**config.mk**
```make
export PLATFORM = sky130hd
export DESIGN_NAME = ovs_sampling_timer
export DESIGN_NICKNAME = d
export VERILOG_FILES = /design/src/rtl/ovs_sampling_timer.sv
export SDC_FILE = /design/constraint.sdc
export NUM_CORES = 1
export LEC_CHECK = 0
export ABC_AREA = 1
export CAP_MARGIN = 0
export CORE_UTILIZATION = 50
export DETAILED_ROUTE_END_ITERATION = 12
export PLACE_DENSITY = 0.66
export REMOVE_ABC_BUFFERS = 1
export SLEW_MARGIN = 20
export SYNTH_ARGS = -nofsm -noshare
export SYNTH_HDL_FRONTEND = slang
export SYNTH_SLANG_ARGS = --single-unit
```
**constraint.sdc**
```tcl
create_clock -name clk -period 6.8 [get_ports clk]
set_input_delay 1.36 -clock clk [delete_from_list [all_inputs] [get_ports clk]]
set_output_delay 1.36 -clock clk [all_outputs]
set_load 0.02 [all_outputs]
```
**src/rtl/ovs_sampling_timer.sv**
```systemverilog
// Bit-centre timer for the receive path: fractional bit period, an OVS-wide
// sub-sample window around each centre, majority vote, and idle/abort control.
// o_sample strobes once per bit with the voted value on o_bit_val/o_noisy.
module ovs_sampling_timer #(
   parameter int CNT_W  = 32,
   parameter int FRAC_W = 4,
   parameter int OVS    = 3
) (
   input  logic                    clk,
   input  logic                    rst_n,
   input  logic                    i_start,
   input  logic                    i_stop,
   input  logic [CNT_W+FRAC_W-1:0] i_bit_time,
   input  logic [7:0]              i_gap,
   input  logic                    i_rx,
   output logic                    o_sample,
   output logic                    o_bit_val,
   output logic                    o_noisy,
   output logic                    o_active,
   output logic                    o_cfg_err
);

   localparam int H     = (OVS - 1) / 2;
   localparam int FW    = (FRAC_W > 0) ? FRAC_W : 1;
   localparam int VW    = $clog2(OVS + 1);
   localparam int HG_W  = 11;
   localparam int CMP_W = ((CNT_W > HG_W) ? CNT_W : HG_W) + 1;

   localparam logic [0:0] S_IDLE = 1'b0;
   localparam logic [0:0] S_RUN  = 1'b1;

   logic [0:0]      r_state;
   logic [CNT_W-1:0] r_i;
   logic [FW-1:0]   r_f;
   logic [7:0]      r_gap;
   logic [HG_W-1:0] r_hg;
   logic [CNT_W-1:0] r_cnt;
   logic [FW-1:0]   r_acc;
   logic            r_busy;
   logic [VW-1:0]   r_idx;
   logic [7:0]      r_gcnt;
   logic [VW-1:0]   r_ones;
   logic            r_sample;
   logic            r_bit_val;
   logic            r_noisy;
   logic            r_cfg_err;

   logic [CNT_W-1:0] w_i_raw;
   logic [CNT_W-1:0] w_i;
   logic [CNT_W-1:0] w_p;
   logic [FW-1:0]   w_f;
   logic [HG_W-1:0] w_hg_raw;
   logic            w_err;
   logic [7:0]      w_gap_eff;
   logic [HG_W-1:0] w_hg_eff;
   logic [FW:0]     w_acc_sum;
   logic [CNT_W-1:0] w_reload;
   logic            w_centre;
   logic            w_run;
   logic            w_hit;
   logic            w_open;
   logic            w_step;
   logic            w_take;
   logic            w_all_at_once;
   logic            w_last;
   logic [VW-1:0]   w_ones_nxt;

   // Configuration decode from the live inputs; only used on the start cycle.
   assign w_i_raw  = i_bit_time[FRAC_W +: CNT_W];
   assign w_i      = (w_i_raw == '0) ? CNT_W'(1) : w_i_raw;
   assign w_p      = (w_i - CNT_W'(1)) >> 1;
   assign w_hg_raw = HG_W'(H) * HG_W'(i_gap);
   // A half-window wider than the preload would open before the first centre
   // could be reached, so such a gap collapses the window onto the centre.
   assign w_err     = CMP_W'(w_hg_raw) > CMP_W'(w_p);
   assign w_gap_eff = w_err ? 8'd0 : i_gap;
   assign w_hg_eff  = w_err ? '0 : w_hg_raw;

   generate
      if (FRAC_W > 0) begin : g_frac
         assign w_f = i_bit_time[FRAC_W-1:0];
      end else begin : g_nofrac
         assign w_f = '0;
      end
   endgenerate

   // Fractional period: the carry out of the accumulator stretches one bit by a cycle.
   assign w_acc_sum = {1'b0, r_acc} + {1'b0, r_f};
   assign w_reload  = r_i - CNT_W'(1) + CNT_W'(w_acc_sum[FW]);
   assign w_centre  = (r_cnt == '0);
   // start and stop both abort whatever the engine was about to do this cycle.
   assign w_run     = (r_state == S_RUN) && !i_start && !i_stop;

   assign w_hit         = CMP_W'(r_cnt) == CMP_W'(r_hg);
   assign w_open        = w_run && !r_busy && w_hit;
   assign w_step        = w_run && r_busy && (r_gcnt == 8'd0);
   assign w_take        = w_open || w_step;
   assign w_all_at_once = (r_gap == 8'd0) || (OVS == 1);

   // Vote accumulation for the sub-sample taken this cycle, if any.
   always_comb begin
      w_ones_nxt = r_ones;
      w_last     = 1'b0;
      if (w_open) begin
         if (w_all_at_once) begin
            w_ones_nxt = i_rx ? VW'(OVS) : '0;
            w_last     = 1'b1;
         end else begin
            w_ones_nxt = VW'(i_rx);
         end
      end else if (w_step) begin
         w_ones_nxt = r_ones + VW'(i_rx);
         w_last     = (r_idx == VW'(OVS - 1));
      end
   end

   // Control FSM and configuration latch; start has priority over stop.
   always_ff @(posedge clk or negedge rst_n) begin
      if (!rst_n) begin
         r_state   <= S_IDLE;
         r_i       <= '0;
         r_f       <= '0;
         r_gap     <= '0;
         r_hg      <= '0;
         r_cfg_err <= 1'b0;
      end else if (i_start) begin
         r_state   <= S_RUN;
         r_i       <= w_i;
         r_f       <= w_f;
         r_gap     <= w_gap_eff;
         r_hg      <= w_hg_eff;
         r_cfg_err <= w_err;
      end else if (i_stop) begin
         r_state   <= S_IDLE;
      end
   end

   // Main down-counter: half-bit preload on start, period reload at each centre.
   always_ff @(posedge clk or negedge rst_n) begin
      if (!rst_n) begin
         r_cnt <= '0;
         r_acc <= '0;
      end else if (i_start) begin
         r_cnt <= w_p;
         r_acc <= '0;
      end else if (i_stop) begin
         r_cnt <= '0;
         r_acc <= '0;
      end else if (r_state == S_RUN) begin
         if (w_centre) begin
            r_cnt <= w_reload;
            r_acc <= w_acc_sum[FW-1:0];
         end else begin
            r_cnt <= r_cnt - CNT_W'(1);
         end
      end
   end

   // Sub-sample window: opens at cnt == h*gap, then one sample every gap cycles.
   always_ff @(posedge clk or negedge rst_n) begin
      if (!rst_n) begin
         r_busy <= 1'b0;
         r_idx  <= '0;
         r_gcnt <= '0;
         r_ones <= '0;
      end else if (i_start || i_stop) begin
         r_busy <= 1'b0;
         r_idx  <= '0;
         r_gcnt <= '0;
         r_ones <= '0;
      end else if (w_take) begin
         if (w_last) begin
            r_busy <= 1'b0;
            r_idx  <= '0;
            r_ones <= '0;
         end else begin
            r_busy <= 1'b1;
            r_ones <= w_ones_nxt;
            r_idx  <= w_open ? VW'(1) : r_idx + VW'(1);
            r_gcnt <= r_gap - 8'd1;
         end
      end else if (r_busy) begin
         r_gcnt <= r_gcnt - 8'd1;
      end
   end

   // Strobe and vote result one cycle after the last sub-sample; values hold between strobes.
   always_ff @(posedge clk or negedge rst_n) begin
      if (!rst_n) begin
         r_sample  <= 1'b0;
         r_bit_val <= 1'b0;
         r_noisy   <= 1'b0;
      end else begin
         r_sample <= w_take && w_last;
         if (w_take && w_last) begin
            r_bit_val <= (w_ones_nxt > VW'(H));
            r_noisy   <= (w_ones_nxt != '0) && (w_ones_nxt != VW'(OVS));
         end
      end
   end

   assign o_sample  = r_sample;
   assign o_bit_val = r_bit_val;
   assign o_noisy   = r_noisy;
   assign o_active  = (r_state == S_RUN);
   assign o_cfg_err = r_cfg_err;

endmodule

```
==> results of run 1 <==
-- critical path, stage by stage --
cell,delay [ns]
clkdlybuf4s50_1,0.60
nor2_1,0.10
nand2_1,0.09
nor2_1,0.06
nand2_1,0.10
nor2_2,0.06
nor2_2,0.22
ha_1,0.24
nand2_1,0.10
nor2_1,0.30
or2_2,0.19
nand2_1,0.07
ha_1,0.29
nand2_1,0.08
a21o_1,0.15
a21oi_1,0.26
nand3_1,0.12
nor2_1,0.11
nand2_1,0.06
nor2_1,0.11
nand3_2,0.22
nand2_1,0.13
nand2_1,0.05
-- where the power goes --
group	leakage, µW	internal (µW)	switching (µW)
sequential	0.00123	628	53.5
combinational	0.00273	123	217
clock	0.000176	379	231
total	0.00414	1130	502
-- flip-flops by register name (all words and copies together), names as in the netlist --
name       flops
r_acc          4
r_ones         2
o_sample       1
o_bit_val      1
r_cnt         32
r_gap          8
r_i           32
r_f            4
r_busy         1
o_active       1
o_cfg_err      1
r_idx          2
r_gcnt         8
o_noisy        1
-- stage by stage --
step | hold WS [ns] | setup slack, ns
after floorplan | 0.448 | 2.88
after global placement | 0.466 | 1.68
after detailed placement | 0.465 | 1.63
after CTS | 0.485 | 2.00
after global routing | 0.509 | 1.68
final | 0.485 | 1.97
-- cell type report --
| type | instances | area (µm²) | share of cell area, % |
|---|---|---|---|
| clock inverter | 5 | 100 | 1.13 |
| timing repair buffer | 58 | 561 | 6.31 |
| multi-input combinational | 915 | 4730 | 53.3 |
| sequential | 98 | 2450 | 27.6 |
| clock buffer | 11 | 253 | 2.84 |
| inverter | 139 | 523 | 5.89 |
| tap | 211 | 264 | 2.97 |
-- cell usage after synthesis (2+ instances only) --
cell       count
dfrtp_1       98
buf_2          4
nand2_4        4
nor2_2        10
nor3_1        24
o21ai_2        5
inv_2         10
ha_1          21
o21ai_1        8
and2_1         2
o211ai_1       9
xnor2_1       13
or2_2         11
nand3_2        2
nor3b_1        2
nand3b_1       5
a2bb2oi_1      2
nand2_1      295
xor2_1        35
nor3_2         2
nor2_4         2
o22ai_1        6
inv_1        128
nor4_1        13
clkbuf_1      17
nor2_8         2
o311ai_0       2
or2_1          3
nand2_2        7
a22oi_1        4
nor2_1       182
a31oi_1       26
nand3_1       78
o21ai_0       70
a21oi_1       30
nand4_1       24
buf_1          3
-- worst max-delay path by stage --
stage / start / cells past startpoint / end
4_1_cts: i_bit_time[30] / 23 / r_gap[1]
6_report: i_bit_time[30] / 23 / r_gap[1]
2_1_floorplan: i_bit_time[16] / 24 / r_gap[0]
3_3_place_gp: i_bit_time[30] / 23 / r_gap[0]
5_1_grt: i_bit_time[25] / 23 / r_gap[0]
3_5_place_dp: i_bit_time[30] / 23 / r_gap[1]
-- logic make-up after synthesis --
| family | after synthesis |
|---|---|
| flops | 98 |
| simple gates | 675 |
| buf+inv | 164 |
| compound gates | 170 |
| fa+ha+maj | 22 |
| xor+xnor | 48 |
-- layer usage --
layer | wire length [µm] | share of wire, % | vias to the layer above
met2 | 9550 | 41 | 250
met3 | 1380 | 6.0 | 37
met5 | 0 | 0 | -
met1 | 11600 | 50 | 3591
met4 | 600 | 2.6 | 0
li1 | - | - | 3957
-- cell usage in the layout (no fill, tap or decap), drive strengths merged, types with 13 or more instances in the layout --
cell type      count
nor3              27
dfrtp             98
xor2              35
or2               15
inv              138
a21oi             30
nand4             25
nand3             81
a31oi             26
clkdlybuf4s50     51
nand2            307
o21ai             84
nor2             196
xnor2             13
ha                21
nor4              14
==> impl_metrics.env, run 1 <==
export IMPL_die_area_um2=16200
export IMPL_final_setup_tns_ns=0
export IMPL_rows=45
export IMPL_grt_overflow_total=0
export IMPL_cap_violations=0
export IMPL_holdPathStages=2
export IMPL_cts_resized=0
export IMPL_top_usage_layer="met1"
export IMPL_viasPerCell=5.45
export IMPL_yosys_area_top_type="dfrtp_1"
export IMPL_syn_to_final_growth_pct=13.6
export IMPL_hold_class="reg -> reg"
export IMPL_ff2ff_path_depth=16
export IMPL_crit_required_ns=7.04
export IMPL_gp_congestion=0.984
export IMPL_grt_usage_pct=30.2
export IMPL_final_setup_skew_ns=0.00951
export IMPL_insertion_delay_ns=0.35
export IMPL_grt_pass1_vias=7276
export IMPL_cts_clk_slew_worst_paths_ns=0.07
export IMPL_synth_compound_area_share_pct=12.7
export IMPL_synth_top_family_by_area="simple AND/OR/NAND/NOR gates"
export IMPL_p_total_uw=1630
export IMPL_dpl_hpwl_um=18200
export IMPL_placed_area_um2=8530
export IMPL_antenna_found_initial=0
export IMPL_use_met2_pct=44.6
export IMPL_critical_path_class="in -> reg"
export IMPL_cts_root_buf="clkbuf_16"
export IMPL_ios=54
export IMPL_power_density_nw_per_um2=184
export IMPL_hold_end="r_f[2]"
export IMPL_synth_area_mux_share_pct=0
export IMPL_final_cell_area_um2=8890
export IMPL_finalHoldViolations=0
export IMPL_synth_edf_count=0
export IMPL_drc=0
export IMPL_grt_pass1_wl_um=37700
export IMPL_finalMaxSlewViolations=0
export IMPL_synth_seq_cells=98
export IMPL_coreArea_um2=15300
export IMPL_post_cts_buffers=0
export IMPL_detail_route_antenna_nets=0
export IMPL_cts_hold_buf=0
export IMPL_routed_wl_um=23200
export IMPL_post_place_cells=1421
export IMPL_initial_core_util_pct=51.3
export IMPL_dr_pass1_iters=7
export IMPL_reg2reg_to="r_cnt[31]"
export IMPL_synthSimpleGateAreaFrac_pct=38.8
export IMPL_synth_xor_xnor_area_share_pct=5.37
export IMPL_use_met3_pct=3.14
export IMPL_dieHeight_um=127
export IMPL_setup_violations=0
export IMPL_ir_drop_mv=0.123
export IMPL_r2r_start="r_f[0]"
export IMPL_numCtsBuffers=9
export IMPL_hp_start="r_f[2]"
export IMPL_rrSetupSlack_ns=3.29
export IMPL_port_buffers=53
export IMPL_fin_util_pct=58.2
export IMPL_h_tree_depth=3
export IMPL_drtIter0Drc=651
export IMPL_cp_max_fo=9
export IMPL_max_slew_margin_pct=40.4
export IMPL_clkSinkCount=98
export IMPL_grt_max_degree=88
export IMPL_outcome="completed"
export IMPL_cts_tree="built"
export IMPL_power_leakage_uw=0.00414
export IMPL_vias=7835
export IMPL_drt_wirelength_per_cell_um=16.1
export IMPL_ys_types=55
export IMPL_crit_arrival_ns=5.07
export IMPL_drive_above_1_share_pct=7.01
export IMPL_fin_nets=1292
export IMPL_yosysTopAreaCellShare_pct=31.3
export IMPL_synthArstFlopShare_pct=100
export IMPL_critical_path_endpoint_type="flop"
export IMPL_yosys_warnings=0
export IMPL_clock_path_buffers=2
export IMPL_synthCells=1177
export IMPL_dieWidth_um=127
export IMPL_synthesis_area_um2=7820
export IMPL_final_cells=1437
export IMPL_fill_cells=1519
export IMPL_met1_usage_pct=45.5
export IMPL_avgSynthCellArea_um2=6.65
export IMPL_max_freq_ghz=0.207
export IMPL_yosysSeqAreaShare_pct=31.3
export IMPL_synth_fa_ha_area_share_pct=3.61
export IMPL_startpoint_type="input pin"
export IMPL_rsz0062_at_grt="false"
export IMPL_max_slew_worst_pin_slew_ns=0.892
export IMPL_synth_ff_type="dfrtp_1"
export IMPL_synth_area_leaders="dfrtp_1 31%, nand2_1 14%, nor2_1 8.7%"
export IMPL_fin_crit_sh_pct=71.0
export IMPL_num_antenna_cells=0
export IMPL_post_route_min_period_ns=4.83
Power figures use the tool's default switching activity.
==> run 2: changes to the inputs <==
==> constraint.sdc (replaced) <==
create_clock -name clk -period 4.8 [get_ports clk]
set_input_delay 0.96 -clock clk [delete_from_list [all_inputs] [get_ports clk]]
set_output_delay 0.96 -clock clk [all_outputs]
set_load 0.02 [all_outputs]
==> impl_metrics.env, run 2 (synthesized netlist as in run 1, its figures left out) <==
export IMPL_outcome="completed"
export IMPL_rows=45
export IMPL_reg2reg_to="r_cnt[31]"
export IMPL_cts_clk_slew_worst_paths_ns=0.07
export IMPL_path_depth=24
export IMPL_critical_path_class="in -> reg"
export IMPL_drive_above_1_share_pct=7.32
export IMPL_gp_congestion=0.936
export IMPL_clkSinkCount=98
export IMPL_final_cell_area_um2=8920
export IMPL_dieWidth_um=127
export IMPL_cap_violations=0
export IMPL_crit_arrival_ns=4.37
export IMPL_grt_usage_pct=30.1
export IMPL_initial_core_util_pct=51.3
export IMPL_final_setup_tns_ns=0
export IMPL_post_cts_buffers=0
export IMPL_port_buffers=53
export IMPL_grt_pass1_vias=7125
export IMPL_cts_root_buf="clkbuf_16"
export IMPL_finalMaxSlewViolations=0
export IMPL_insertion_delay_ns=0.36
export IMPL_ff2ff_path_depth=16
export IMPL_detail_route_antenna_nets=0
export IMPL_power_leakage_uw=0.00415
export IMPL_drtIter0Drc=749
export IMPL_grt_overflow_total=0
export IMPL_rsz0062_at_grt="false"
export IMPL_grt_max_degree=88
export IMPL_final_cells=1441
export IMPL_critical_path_endpoint_type="flop"
export IMPL_cpMaxStageDelayCell="clkdlybuf4s50_1"
export IMPL_power_density_nw_per_um2=259
export IMPL_post_route_min_period_ns=4.12
export IMPL_grt_pass1_wl_um=37500
export IMPL_cts_hold_buf=0
export IMPL_cts_tree="built"
export IMPL_dpl_hpwl_um=18300
export IMPL_h_tree_depth=3
export IMPL_cp_common_cell="nand2_1"
export IMPL_max_stage_delay_ns=0.49
export IMPL_crit_family="simple AND/OR/NAND/NOR gates"
export IMPL_crit_end="r_gap[7]"
export IMPL_dr_pass1_iters=5
export IMPL_drc=0
export IMPL_die_area_um2=16200
export IMPL_final_cell_mix="295 x nand2_1, 182 x nor2_1, 128 x inv_1"
export IMPL_antenna_found_initial=0
export IMPL_vias=7762
export IMPL_routed_wl_um=23200
export IMPL_ir_drop_mv=0.180
export IMPL_viasPerCell=5.39
export IMPL_pre_cts_slack_ns=0.321
export IMPL_placed_area_um2=8560
export IMPL_max_slew_worst_pin_slew_ns=0.893
export IMPL_ios=54
export IMPL_critPathBufInv=2
export IMPL_numCtsBuffers=9
export IMPL_max_slew_margin_pct=40.4
export IMPL_startpoint="i_bit_time[22]"
export IMPL_cp_max_fo=9
export IMPL_cts_resized=0
export IMPL_num_antenna_cells=0
export IMPL_post_place_cells=1425
export IMPL_fin_nets=1296
export IMPL_final_common_cell="nand2_1"
export IMPL_cp_cell_sequence="clkdlybuf4s50_1 -> nor2_1 -> nand2_1 -> nor2_1 -> nand2_1 -> nor2_2 -> nor2_2 -> ha_1 -> nand2_1 -> nor2_1 -> buf_4 -> or2_2 -> nand2_1 -> ha_1 -> nand2_1 -> nor3_1 -> a21oi_1 -> nand3_1 -> nor2_1 -> nand2_1 -> nor2_1 -> nand3_2 -> nand2_1 -> nand2_1"
export IMPL_fin_crit_sh_pct=85.8
export IMPL_clock_path_buffers=2
export IMPL_dieHeight_um=127
export IMPL_largestRegisters="r_cnt (32), r_i (32)"
export IMPL_setup_violations=0
export IMPL_finalHoldViolations=0
export IMPL_fill_cells=1505
export IMPL_drt_wirelength_per_cell_um=16.1
export IMPL_startpoint_type="input pin"
export IMPL_max_freq_ghz=0.243
export IMPL_hold_class="reg -> reg"
export IMPL_layout_setup_ws_ns=0.680
export IMPL_coreArea_um2=15300
export IMPL_rrSetupSlack_ns=1.35
export IMPL_r2r_start="r_f[0]"
export IMPL_crit_required_ns=5.05
export IMPL_final_setup_skew_ns=0.00892
export IMPL_syn_to_final_growth_pct=14.0
[run 2: changes by cell type in the layout (fill, tap and decap cells not counted), sizes merged]
cell | before | now
buf | 7 | 11
clkinvlp | 0 | 2
clkbuf | 11 | 10
clkinv | 3 | 2
[run 2: final cells by class]
| cell class | instances | area, µm² | share of cell area, % |
|---|---|---|---|
| multi-input cells | 915 | 4730 | 53.1 |
| well taps | 211 | 264 | 2.96 |
| flip-flops and latches | 98 | 2450 | 27.5 |
| inverters | 139 | 523 | 5.87 |
| repair buffers | 62 | 591 | 6.62 |
| clock buffers | 10 | 239 | 2.68 |
| clock inverters | 6 | 114 | 1.28 |
[run 2: metrics by stage]
stage	util [%]	hold slack, ns	power, µW
6_report	58.4	0.483	2310
5_1_grt	58.4	0.502	2420
4_1_cts	58.4	0.486	2310
3_5_place_dp	56.1	0.465	1460
3_3_place_gp	56.1	0.462	1450
2_1_floorplan	-	0.448	1260
[run 2: worst min path at each step]
| stage | cells past startpoint | from | slack [ns] | endpoint |
|---|---|---|---|---|
| finish | 2 | r_f[0] | 0.48 | r_f[0] |
| CTS | 2 | r_f[2] | 0.49 | r_f[2] |
| global placement | 2 | r_f[0] | 0.46 | r_f[0] |
| detailed placement | 2 | r_f[2] | 0.47 | r_f[2] |
| floorplan | 2 | r_f[0] | 0.45 | r_f[0] |
| global route | 2 | o_bit_val | 0.50 | o_bit_val |
[run 2: worst reg2reg max path: cells and delay by family, from the launching register on]
kind | cells | cell delay [ns]
AOI/OAI and AO/OA | 3 | 0.42
and+or+nand+nor | 9 | 1.35
adders and majority gates | 3 | 0.86
xor gates and xnor gates | 1 | 0.34
DFF | 1 | 0.38
[run 2: power breakdown]
part	switching (µW)	internal (µW)
sequential	75.4	889
combinational	308	176
clock	333	525
total	716	1590
[run 2: metal layers]
layer	GRT usage, %	wire (µm)	share of wire [%]	up-vias
li1	-	-	-	3960
met1	44.9	11500	50	3520
met2	44.6	9620	41	244
met3	3.27	1450	6.2	36
met4	10.9	567	2.4	2
met5	3.72	77	0.33	-
==> run 3: changes to the inputs <==
--- a/config.mk
+++ b/config.mk
@@ -15,3 +15,4 @@
 export SYNTH_ARGS = -nofsm -noshare
 export SYNTH_HDL_FRONTEND = slang
 export SYNTH_SLANG_ARGS = --single-unit
+export TNS_END_PERCENT = 10
==> results of run 3 <==
Final layout, timing and power as in run 2 (identical DEF).
